<file path="config.mk">
export PLATFORM = sky130hd
export DESIGN_NAME = mole_scheduler
export DESIGN_NICKNAME = d
export VERILOG_FILES = /design/src/rtl/mole_scheduler.sv
export SDC_FILE = /design/constraint.sdc
export NUM_CORES = 1
export LEC_CHECK = 0
export ABC_AREA = 1
export BUFFER_PORTS_ARGS = -buffer_cell sky130_fd_sc_hd__buf_2
export CORE_MARGIN = 2
export CORE_UTILIZATION = 60
export CTS_CLUSTER_SIZE = 28
export DETAILED_ROUTE_END_ITERATION = 7
export PLACE_DENSITY_LB_ADDON = 0.15
export SYNTH_ARGS = -nofsm -noshare
export SYNTH_HDL_FRONTEND = slang
export SYNTH_SLANG_ARGS = --single-unit
export TNS_END_PERCENT = 10
</file>
<file path="constraint.sdc">
create_clock -name clk -period 4.6 [get_ports clk]
set_clock_uncertainty 0.15 [all_clocks]
set_input_delay 0.69 -clock clk [delete_from_list [all_inputs] [get_ports clk]]
set_output_delay 0.69 -clock clk [all_outputs]
set_load 0.03 [all_outputs]
</file>
<file path="src/rtl/mole_scheduler.sv">
// Whack-a-mole sequencer: IDLE/GAP/SHOW/OVER with a show window that shrinks per level.
// Optional feature macro MOLE_STREAK_BONUS_EN: streak tracking and +2 score on every 4th consecutive hit.
module mole_scheduler #(
  parameter logic [15:0] BASE_WINDOW    = 16'd50000,
  parameter logic [15:0] MIN_WINDOW     = 16'd10000,
  parameter logic [15:0] WINDOW_STEP    = 16'd5000,
  parameter logic [15:0] GAP_CYCLES     = 16'd20000,
  parameter int          HITS_PER_LEVEL = 4,
  parameter int          MAX_MISSES     = 3
) (
  input  logic       clk,
  input  logic       rst_n,
  input  logic       start,
  input  logic       pause,
  input  logic [2:0] rnd,
  input  logic       hit_valid,
  input  logic [2:0] hit_idx,
  output logic       mole_valid,
  output logic [2:0] mole_idx,
  output logic [7:0] score,
  output logic [3:0] level,
  output logic [1:0] misses,
  output logic       game_over,
  output logic       hit_ack,
  output logic       miss_pulse,
  output logic [3:0] streak
);

  typedef enum logic [1:0] {IDLE, GAP, SHOW, OVER} state_t;

  localparam logic [15:0] HIT_LAST  = 16'(HITS_PER_LEVEL - 1);
  // misses value at which one more expiry ends the game
  localparam logic [1:0]  MISS_LAST = 2'(MAX_MISSES - 1);

  state_t      state, state_nxt;
  logic [15:0] gap_cnt, gap_nxt;
  logic [15:0] timer, timer_nxt;
  logic [15:0] window, window_nxt;
  logic [15:0] hit_cnt, hit_cnt_nxt;
  logic [2:0]  idx_nxt, pick;
  logic [7:0]  score_nxt, score_sat;
  logic [8:0]  score_add, score_sum;
  logic [3:0]  level_nxt, streak_nxt;
  logic [1:0]  misses_nxt;
  logic        ack_nxt, miss_nxt;
  logic [15:0] window_dn;
  logic        good_hit;

`ifdef MOLE_STREAK_BONUS_EN
  logic [3:0] streak_inc;
  assign streak_inc = (streak == 4'd15) ? 4'd15 : streak + 4'd1;
  assign score_add  = (streak_inc[1:0] == 2'd0) ? 9'd2 : 9'd1;
`else
  assign score_add  = 9'd1;
`endif

  assign score_sum = {1'b0, score} + score_add;
  assign score_sat = score_sum[8] ? 8'hFF : score_sum[7:0];
  assign good_hit  = hit_valid && (hit_idx == mole_idx);

  // shrink without wrapping below zero, floored at MIN_WINDOW
  assign window_dn = ({1'b0, window} >= ({1'b0, MIN_WINDOW} + {1'b0, WINDOW_STEP}))
                     ? window - WINDOW_STEP : MIN_WINDOW;

  // never repeat the previous segment; 7 is folded onto 0 (or 1 when 0 was just shown)
  always_comb begin
    if (rnd == 3'd7)           pick = (mole_idx != 3'd0) ? 3'd0 : 3'd1;
    else if (rnd == mole_idx)  pick = (rnd == 3'd6) ? 3'd0 : rnd + 3'd1;
    else                       pick = rnd;
  end

  always_ff @(posedge clk or negedge rst_n) begin
    if (!rst_n) state <= IDLE;
    else        state <= state_nxt;
  end

  always_comb begin
    state_nxt   = state;
    gap_nxt     = gap_cnt;
    timer_nxt   = timer;
    window_nxt  = window;
    hit_cnt_nxt = hit_cnt;
    idx_nxt     = mole_idx;
    score_nxt   = score;
    level_nxt   = level;
    misses_nxt  = misses;
    streak_nxt  = streak;
    ack_nxt     = 1'b0;
    miss_nxt    = 1'b0;
    if (!pause) begin
      if (start) begin
        state_nxt   = GAP;
        gap_nxt     = GAP_CYCLES;
        window_nxt  = BASE_WINDOW;
        hit_cnt_nxt = '0;
        score_nxt   = '0;
        level_nxt   = '0;
        misses_nxt  = '0;
        streak_nxt  = '0;
      end else begin
        case (state)
          GAP: begin
            if (gap_cnt <= 16'd1) begin
              state_nxt = SHOW;
              timer_nxt = window;
              idx_nxt   = pick;
            end else begin
              gap_nxt = gap_cnt - 16'd1;
            end
          end
          SHOW: begin
            if (good_hit) begin
              ack_nxt   = 1'b1;
              score_nxt = score_sat;
              state_nxt = GAP;
              gap_nxt   = GAP_CYCLES;
`ifdef MOLE_STREAK_BONUS_EN
              streak_nxt = streak_inc;
`endif
              if (hit_cnt >= HIT_LAST) begin
                hit_cnt_nxt = '0;
                level_nxt   = (level == 4'd15) ? 4'd15 : level + 4'd1;
                window_nxt  = window_dn;
              end else begin
                hit_cnt_nxt = hit_cnt + 16'd1;
              end
            end else if (timer <= 16'd1) begin
              miss_nxt   = 1'b1;
              misses_nxt = misses + 2'd1;
              streak_nxt = '0;
              if (misses >= MISS_LAST) begin
                state_nxt = OVER;
              end else begin
                state_nxt = GAP;
                gap_nxt   = GAP_CYCLES;
              end
            end else begin
              timer_nxt = timer - 16'd1;
            end
          end
          default: ;
        endcase
      end
    end
  end

  always_ff @(posedge clk or negedge rst_n) begin
    if (!rst_n) begin
      gap_cnt    <= '0;
      timer      <= '0;
      window     <= BASE_WINDOW;
      hit_cnt    <= '0;
      mole_idx   <= '0;
      score      <= '0;
      level      <= '0;
      misses     <= '0;
      streak     <= '0;
      hit_ack    <= 1'b0;
      miss_pulse <= 1'b0;
      mole_valid <= 1'b0;
      game_over  <= 1'b0;
    end else begin
      gap_cnt    <= gap_nxt;
      timer      <= timer_nxt;
      window     <= window_nxt;
      hit_cnt    <= hit_cnt_nxt;
      mole_idx   <= idx_nxt;
      score      <= score_nxt;
      level      <= level_nxt;
      misses     <= misses_nxt;
      streak     <= streak_nxt;
      hit_ack    <= ack_nxt;
      miss_pulse <= miss_nxt;
      mole_valid <= (state_nxt == SHOW);
      game_over  <= (state_nxt == OVER);
    end
  end

endmodule
</file>
==> run_results.csv, run 1 <==
group,metric,value,unit
critical_path,cp_max_fo,32,
job,drv_cap,0,
synthesis,synth_commonest_cells,"nand2_1, nor2_1, inv_1",
clock_tree,htree_levels,3,
synthesis,yosysUniqueCellTypes,47,
synthesis,yosysTopAreaCell,"dfrtp_1",
clock_tree,cts.repair.resized,0,
synthesis,synth-async-reset-ratio,100,%
clock_tree,clockBufferDepth,2,
placed_design,dpl.cell_count,849,
clock_tree,cts_hold_buf,0,
clock_tree,insertion_delay,0.36,ns
global_route,grt.total_usage,24.9,%
critical_path,end_kind,"register",
detailed_routing,drtIter0Drc,293,
die,die_w,97.1,um
critical_path,required,4.70,ns
detailed_routing,antenna_left,0,
sta,slew_headroom,51.5,%
die,rows,33,
cells_and_area,n_fill_cell,694,
detailed_routing,wl,11000,um
worst_hold_path,hold_path_class,"in2async",
sta,fin_tns_setup,0,ns
clock_tree,cts_sinks,84,
clock_tree,cts_tree,"yes",
global_route,grt_pass1_wl,19800,um
die,dieArea,0.00943,mm^2
synthesis,synth.avg_cell_area,7.16,um^2
sta,final-max-slew-violation-count,0,
synthesis,synth_cells,726,
power_and_ir_drop,ir_drop,0.000325,V
run_status,status,"finished clean",
die,die_h,97.1,um
cells_and_area,syn_to_final_growth,6.86,%
detailed_routing,dr.pass1.iters,5,
synthesis,seq_area_frac_synth,40.6,%
sta,finalCritPeriodShare,51.0,%
power_and_ir_drop,p_int,0.00164,W
placed_design,dp_hpwl,7930,um
cells_and_area,drive_gt1_share,13.8,%
die,start_util,62.7,%
synthesis,synth_most_common_cell,"nand2_1",
sta,rsz0062_at_grt,"no",
die,pin_count,36,
synthesis,synth_ff_type,"dfrtp_1",
critical_path,cpPeakStageDelay,0.44,ns
power_and_ir_drop,p_leak,2.89,nW
cells_and_area,antennaDiodeCount,0,
power_and_ir_drop,p_per_area,545,mW/mm^2
critical_path,worstSetupPathType,"reg2reg",
detailed_routing,routedWlPerCell,12.7,um
sta,fmax,426,MHz
power_and_ir_drop,seqPwrFrac,39.0,%
global_route,grt_pass1_vias,4466,
clock_tree,post_cts_buffers,0,
synthesis,yosysWarnings,0,
clock_tree,clkTransAtPathRegs,0.10,ns
placed_design,place.gp.congestion,0.875,
synthesis,ys_seq_elements,84,
sta,holdWs,0.214,ns
critical_path,start_kind,"register",
global_route,grt_max_degree,56,
power_and_ir_drop,power_frac_comb,44.2,%
placed_design,place_area,0.00537,mm^2
critical_path,crit_arrival,2.45,ns
synthesis,netlist_top_cells_area,"dfrtp_1, nand2_1, nor2_1",
global_route,grt-ovfl-total,0,
global_route,antenna_found_initial,0,
sta,worst_pin_slew,0.727,ns
power_and_ir_drop,p_sw,0.00139,W
cells_and_area,utilization,67.0,%
synthesis,syn_area,0.00520,mm^2
cells_and_area,nets,778,
clock_tree,cts_root_buffer,"clkbuf_8",
critical_path,slowest_stage,"dfrtp_1",
power_and_ir_drop,sw_frac_of_total,45.8,%
power_and_ir_drop,clkPwrFrac,16.9,%
cells_and_area,stdcell_area,0.00556,mm^2
detailed_routing,via_per_inst,5.37,
detailed_routing,vias,4643,
detailed_routing,drc_errors,0,
sta,hold_viol,0,
critical_path,path_cells,"inv_1 -> ha_1 -> inv_1 -> a21oi_1 -> nand3_1 -> nor2_1 -> nand2_1 -> nand2_2 -> nand3b_4 -> nand2_1 -> o21ai_2",
synthesis,synthDominantCellAreaShare,37.5,%
cells_and_area,fin_cells,865,
sta,setup_viol,0,
placed_design,io_buffers,31,
die,core_area,0.00830,mm^2
sta,period_needed,2.35,ns
clock_tree,numCtsBuffers,9,
synthesis,synth_edf_count,0,
## kinds of logic (layout without fill, tap and decap cells)
| group | count (synthesis) | count (layout) | share of synthesized area, % |
|---|---|---|---|
| AND/OR/NAND/NOR | 399 | 399 | 33.1 |
| buffers and inverters | 116 | 147 | 9.93 |
| AO/OA/AOI/OAI | 106 | 106 | 12.1 |
| flip-flops | 84 | 84 | 40.6 |
| adder cells (fa/ha/maj) | 12 | 12 | 2.89 |
| XOR/XNOR | 8 | 8 | 1.35 |
| other | 1 | 4 | 0.0721 |
## worst max-delay path: cells and delay by family (launching register included)
kind / cells / cell delay, ns
compound gates: 2 / 0.22
fa+ha+maj: 1 / 0.22
buf+inv: 2 / 0.25
flops: 1 / 0.44
simple gates: 6 / 0.94
## power groups by stage
| stage | registers (W) | clock network (W) | logic, W |
|---|---|---|---|
| after floorplan | 0.00118 | 0 | 0.00105 |
| after CTS | 0.00118 | 0.000522 | 0.00133 |
| final | 0.00118 | 0.000511 | 0.00134 |
| after detailed placement | 0.00119 | 0 | 0.00132 |
| after global routing | 0.00121 | 0.000550 | 0.00154 |
| after global placement | 0.00118 | 0 | 0.00128 |
## state kept, by name, indices dropped and copies added (netlist names)
| register | flops |
|---|---|
| hit_cnt | 16 |
| gap_cnt | 16 |
| mole_valid | 1 |
| window | 13 |
| mole_idx | 3 |
| level | 4 |
| misses | 2 |
| score | 8 |
| miss_pulse | 1 |
| timer | 16 |
| hit_ack | 1 |
| game_over | 1 |
| state | 2 |
## worst paths after layout
check | startpoint | to | slack, ns | cells after the start
worst max-delay path | timer[0] | gap_cnt[9] | 2.25 | 11
worst min-delay path | rst_n | gap_cnt[7] | 0.21 | 1
worst max register to register | timer[0] | gap_cnt[9] | 2.25 | 11
worst min register to register | hit_cnt[13] | hit_cnt[13] | 0.35 | 2
max in group asynchronous | rst_n | window[15] | 3.13 | 2
min in group clk | hit_cnt[13] | hit_cnt[13] | 0.35 | 2
## area by class of cell
type | count | area, um^2 | area share, %
multi-input cells | 529 | 2590 | 46.5
inverters | 97 | 367 | 6.60
repair buffers | 34 | 180 | 3.24
flip-flops and latches | 84 | 2110 | 38.0
clock buffers | 9 | 124 | 2.23
clock inverters | 7 | 60.1 | 1.08
well taps | 105 | 131 | 2.36
## through the flow
step                      setup slack (ns)  total power (W)
after floorplan                       2.66          0.00223
after global placement                2.05          0.00246
after detailed placement              2.04          0.00251
after CTS                             2.26          0.00303
after global routing                  1.98          0.00331
final                                 2.25          0.00303
## cell usage in the layout, fill, tap and decap left out, types with 2 or more instances in the layout
master    instances
clkbuf_8          9
o22ai_1           3
buf_2            30
buf_4             4
dfstp_2           6
clkinv_4          3
xnor2_1           3
nand3_1          41
or2_2             9
dfrtp_1          78
a21oi_1          20
nor3_1            8
nand4_1          14
nor2_2            6
ha_1             12
nor4_1            2
a22o_1            2
inv_2             5
inv_1            90
o21ai_2          14
nand2_1         200
o21ai_0          41
conb_1            4
nand2_2           7
o21ai_1          15
o211ai_1          3
nor2_1          104
xor2_1            5
inv_6             2
## layer usage
layer,vias up,part of all wire [%],track usage [%]
met1,2117,46,33.0
met4,0,1.8,9.32
met3,17,5.2,3.81
li1,2364,-,-
met5,-,0,0
met2,145,47,41.5
No activity file was read; power rests on OpenSTA's default activity.
==> inputs of run 2 (changes only) <==
- clock period: 4.6 -> 2.4 ns (I/O delays scaled with it)
==> run_results.csv, run 2 (synthesized netlist as in run 1, its figures left out) <==
group,metric,value,unit
run_status,status,"finished clean",
global_route,grt_pass1_wl,19900,um
placed_design,io_buffers,31,
detailed_routing,antenna_left,0,
cells_and_area,fin_cells,872,
detailed_routing,drtIter0Drc,292,
detailed_routing,drc_errors,0,
die,die_h,97.1,um
clock_tree,cts_sinks,84,
critical_path,cp_max_fo,31,
clock_tree,numCtsBuffers,9,
sta,fin_tns_setup,0,ns
die,start_util,62.7,%
placed_design,dpl.cell_count,854,
sta,period_needed,2.17,ns
placed_design,dp_hpwl,8210,um
clock_tree,cts_root_buffer,"clkbuf_8",
cells_and_area,reg_top3,"gap_cnt: 16 flops, hit_cnt: 16 flops, timer: 16 flops",
die,core_area,0.00830,mm^2
power_and_ir_drop,ir_drop,0.000547,V
die,rows,33,
power_and_ir_drop,p_leak,2.93,nW
sta,finalCritPeriodShare,90.4,%
sta,rsz0062_at_grt,"no",
cells_and_area,drive_gt1_share,14.5,%
sta,hold_viol,0,
detailed_routing,dr.pass1.iters,5,
critical_path,end_kind,"register",
critical_path,required,2.51,ns
cells_and_area,antennaDiodeCount,0,
global_route,antenna_found_initial,0,
die,die_w,97.1,um
cells_and_area,layout_common_cells,"nand2_1, nor2_1, inv_1, dfrtp_1",
global_route,grt-ovfl-total,0,
placed_design,place.gp.congestion,0.863,
critical_path,worstSetupPathType,"reg2reg",
clock_tree,clockBufferDepth,2,
detailed_routing,wl,11600,um
clock_tree,cts_tree,"yes",
detailed_routing,via_per_inst,5.43,
cells_and_area,syn_to_final_growth,8.49,%
power_and_ir_drop,p_per_area,1040,mW/mm^2
die,dieArea,0.00943,mm^2
clock_tree,insertion_delay,0.37,ns
global_route,grt_pass1_vias,4374,
clock_tree,clkTransAtPathRegs,0.10,ns
cells_and_area,final_common_cell,"nand2_1",
critical_path,start_kind,"register",
die,pin_count,36,
global_route,grt.total_usage,25.3,%
detailed_routing,vias,4735,
sta,fmax,461,MHz
worst_hold_path,hold_path_class,"in2reg",
detailed_routing,routedWlPerCell,13.3,um
cells_and_area,nets,785,
clock_tree,post_cts_buffers,0,
sta,setup_viol,0,
critical_path,crit_arrival,2.28,ns
clock_tree,htree_levels,3,
sta,final-max-slew-violation-count,0,
global_route,grt_max_degree,52,
job,drv_cap,0,
[run 2: cell types whose count changed in the layout (fill, tap and decap cells not counted)]
cell / previous run / this run
buf_4: 4 / 8
clkinvlp_4: 0 / 1
inv_8: 1 / 2
dlygate4sd3_1: 0 / 1
inv_6: 2 / 4
buf_12: 0 / 1
clkinv_2: 1 / 0
clkinv_4: 3 / 0
nand3b_4: 1 / 2
[run 2: final timing paths]
kind | from | end | slack, ns | cells past startpoint
worst max register to register | state[0] | gap_cnt[13] | 0.23 | 10
worst max-delay path | state[0] | gap_cnt[13] | 0.23 | 10
min in group asynchronous | rst_n | gap_cnt[13] | 0.32 | 2
max in group asynchronous | rst_n | window[6] | 1.10 | 3
worst min-delay path | pause | game_over | 0.16 | 3
worst min register to register | hit_cnt[8] | hit_cnt[8] | 0.35 | 2
[run 2: area by class of cell]
| cell class | instances | area [um^2] |
|---|---|---|
| Clock inverter | 7 | 65.1 |
| Inverter | 97 | 367 |
| Multi-Input combinational cell | 530 | 2610 |
| Tap cell | 105 | 131 |
| Fill cell | 697 | 2660 |
| Timing Repair Buffer | 40 | 240 |
| Clock buffer | 9 | 124 |
| Sequential cell | 84 | 2110 |
[run 2: metal layers]
metal	track usage (%)	up-vias	part of all wire, %
met3	3.31	19	5.3
met1	34.9	2217	45
met2	41.9	127	48
li1	-	2372	-
met4	7.91	0	1.6
met5	0	-	0
[run 2: critical path, cell delays in order (launching register included)]
cell and delay (ns):
dfrtp_1 0.41, inv_1 0.11, ha_1 0.17, buf_4 0.31, nor2_1 0.09, inv_1 0.12, nand2_1 0.07, nand2_1 0.19
nand3b_4 0.26, nand2_1 0.12, o21ai_1 0.07
[run 2: per-stage QoR]
step	util, %	instance area [um^2]	hold WS [ns]	power (W)	worst slack (ns)
2_1_floorplan	-	5210	-0.0856	0.00427	0.543
4_1_cts	67.8	5620	0.130	0.00587	0.149
3_3_place_gp	65.4	5420	0.193	0.00474	0.273
3_5_place_dp	65.4	5420	0.195	0.00484	0.195
6_report	68.0	5640	0.163	0.00589	0.231
5_1_grt	68.0	5640	0.189	0.00641	0.0675
[run 2: power breakdown]
part | switching [W] | internal, W | total (W) | leakage [nW]
combinational | 0.00167 | 0.000938 | 0.00261 | 1.75
clock | 0.000605 | 0.000406 | 0.00101 | 0.0951
sequential | 0.000441 | 0.00183 | 0.00228 | 1.09
[run 2: repair_timing]
item,CTS,global route
setup endpoints to repair,0,15
hold buffers,1,0
endpoints found under the hold margin,30,0
gates resized for setup,0,1
==> inputs of run 3 (changes only) <==
- ABC_AREA: 1 -> not set
==> run_results.csv, run 3 <==
group,metric,value,unit
run_status,status,"finished clean",
critical_path,worstSetupPathType,"reg2reg",
sta,final-max-slew-violation-count,0,
synthesis,synthDominantCellAreaShare,39.1,%
critical_path,reg2reg_slack,0.04,ns
detailed_routing,routedWlPerCell,15.9,um
synthesis,ys_seq_elements,84,
global_route,grt_pass1_wl,19600,um
worst_hold_path,whs_endpoint,"misses[1]",
detailed_routing,antenna_left,0,
clock_tree,cts_tree,"yes",
die,core_area,0.00813,mm^2
synthesis,yosysWarnings,0,
synthesis,seq_area_frac_synth,42.2,%
sta,post-route-worst-setup-slack,0.0392,ns
job,drv_cap,0,
power_and_ir_drop,p_total,0.00428,W
detailed_routing,drtIter0Drc,277,
sta,worst_pin_slew,0.736,ns
die,rows,33,
worst_hold_path,holdPathStages,3,
cells_and_area,stdcell_area,0.00577,mm^2
cells_and_area,drive_gt1_share,19.8,%
sta,slew_headroom,50.9,%
synthesis,netlist_top_cells_area,"dfrtp_1, o21ai_0, nor2_1",
sta,setup_viol,0,
clock_tree,cts_sinks,84,
synthesis,synth_commonest_cells,"dfrtp_1, nor2_1, o21ai_0",
clock_tree,cts_root_buffer,"clkbuf_8",
worst_hold_path,hold_path_class,"in2reg",
die,die_w,95.2,um
synthesis,synth-async-reset-ratio,100,%
global_route,grt_max_degree,58,
critical_path,r2r-end,"gap_cnt[3]",
synthesis,synth_cells,570,
synthesis,yosysTopAreaCell,"dfrtp_1",
clock_tree,clkTransAtPathRegs,0.08,ns
die,die_h,95.2,um
global_route,grt.total_usage,27.2,%
sta,finalCritPeriodShare,98.4,%
global_route,grt_pass1_vias,4206,
cells_and_area,nets,653,
detailed_routing,vias,4581,
cells_and_area,multi_input_area,0.00271,mm^2
sta,period_needed,2.36,ns
synthesis,synth_most_common_cell,"dfrtp_1",
placed_design,pre_cts_slack,-0.0313,ns
detailed_routing,wl,11800,um
power_and_ir_drop,p_per_area,742,mW/mm^2
critical_path,ff2ff_path_depth,7,
power_and_ir_drop,p_leak,2.61,nW
cells_and_area,antennaDiodeCount,0,
die,pin_count,36,
cells_and_area,reg_top3,"gap_cnt: 16 flops, hit_cnt: 16 flops, timer: 16 flops",
critical_path,cp_max_fo,5,
synthesis,synth.avg_cell_area,8.76,um^2
cells_and_area,final_common_cell,"dfrtp_1",
clock_tree,htree_levels,3,
sta,hold_viol,0,
power_and_ir_drop,ir_drop,0.000404,V
placed_design,place_area,0.00551,mm^2
synthesis,syn_area,0.00499,mm^2
worst_hold_path,hold_start,"pause",
die,start_util,61.4,%
clock_tree,clockBufferDepth,2,
cells_and_area,syn_to_final_growth,15.5,%
critical_path,crit_arrival,2.46,ns
global_route,grt-ovfl-total,0,
sta,fin_tns_setup,0,ns
clock_tree,insertion_delay,0.35,ns
cells_and_area,layout_common_cells,"dfrtp_1, nor2_1, o21ai_0, buf_4, a21oi_1",
detailed_routing,drc_errors,0,
placed_design,io_buffers,31,
synthesis,yosysUniqueCellTypes,69,
detailed_routing,via_per_inst,6.19,
synthesis,synth_ff_type,"dfrtp_1",
global_route,antenna_found_initial,0,
placed_design,dp_hpwl,8460,um
cells_and_area,utilization,70.9,%
detailed_routing,dr.pass1.iters,4,
die,dieArea,0.00907,mm^2
critical_path,r2r-start,"misses[1]",
critical_path,required,2.50,ns
cells_and_area,n_fill_cell,654,
synthesis,synth_edf_count,0,
critical_path,start_kind,"register",
placed_design,place.gp.congestion,0.914,
cells_and_area,ff_latch_area,0.00211,mm^2
sta,fmax,424,MHz
critical_path,end_kind,"register",
sta,rsz0062_at_grt,"yes",
clock_tree,numCtsBuffers,9,
==> run 3: cell count changes after synthesis, sizes merged, moves of 15 or more <==
cell and change:
clkbuf +15, inv -67, nand2 -174, nor2 -47, nor3 +21, nand3 -17, a21oi +17
==> run 3: worst max-delay path: stages, from the launching register on <==
cell and delay, ns:
dfrtp_1 0.44, ha_1 0.22, nor2_2 0.14, nor4b_4 0.28, a21oi_2 0.12, buf_4 0.17
or4_1 0.51, a31oi_1 0.23
==> run 3: worst max path at each step <==
| stage | startpoint | end | depth (start not counted) |
|---|---|---|---|
| 2_1_floorplan | mole_idx[1] | hit_cnt[10] | 7 |
| 6_report | misses[1] | gap_cnt[3] | 7 |
| 3_5_place_dp | misses[1] | gap_cnt[3] | 7 |
| 4_1_cts | misses[1] | gap_cnt[3] | 7 |
| 3_3_place_gp | misses[1] | gap_cnt[15] | 8 |
| 5_1_grt | gap_cnt[1] | gap_cnt[15] | 8 |
==> run 3: through the flow <==
stage	hold slack [ns]	cells
floorplan	-0.0856	573
global placement	0.317	723
detailed placement	0.318	723
CTS	0.201	740
global route	0.245	740
finish	0.237	740
==> run 3: final cells by class <==
class | instances | area share [%]
clock buffer | 11 | 2.28
clock inverter | 5 | 0.933
inverter | 29 | 1.89
multi-input combinational | 430 | 46.9
sequential | 84 | 36.6
tap | 105 | 2.28
timing repair buffer | 76 | 9.07
==> run 3: where the power goes <==
| group | internal (W) | total, W | switching [W] |
|---|---|---|---|
| clock network | 0.000479 | 0.000987 | 0.000508 |
| registers | 0.00166 | 0.00199 | 0.000329 |
| logic | 0.000585 | 0.00131 | 0.000721 |
==> run 3: layer usage <==
| layer | part of all wire, % | track usage (%) | vias to the layer above | wire, um |
|---|---|---|---|---|
| met2 | 49 | 44.8 | 130 | 5720 |
| met1 | 46 | 37.4 | 2221 | 5370 |
| li1 | - | - | 2219 | - |
| met5 | 0 | 0 | - | 0 |
| met3 | 4.5 | 3.40 | 11 | 529 |
| met4 | 1.2 | 8.82 | 0 | 143 |
==> run 3: what timing repair did <==
action	CTS	global route
hold buffers	1	0
endpoints found under the setup margin	3	50
pin swaps	0	2
cloned	0	0
hold endpoints to repair	50	0
resized for setup	1	15
setup buffers	0	0
==> run 3: kinds of logic after synthesis <==
logic type	share of synthesized area, %
fa+ha+maj	3.01
buf+inv	5.06
mux	2.61
flops	42.2
other cells	0.0751
simple gates	22.9
compound gates	23.3
xor+xnor	0.877
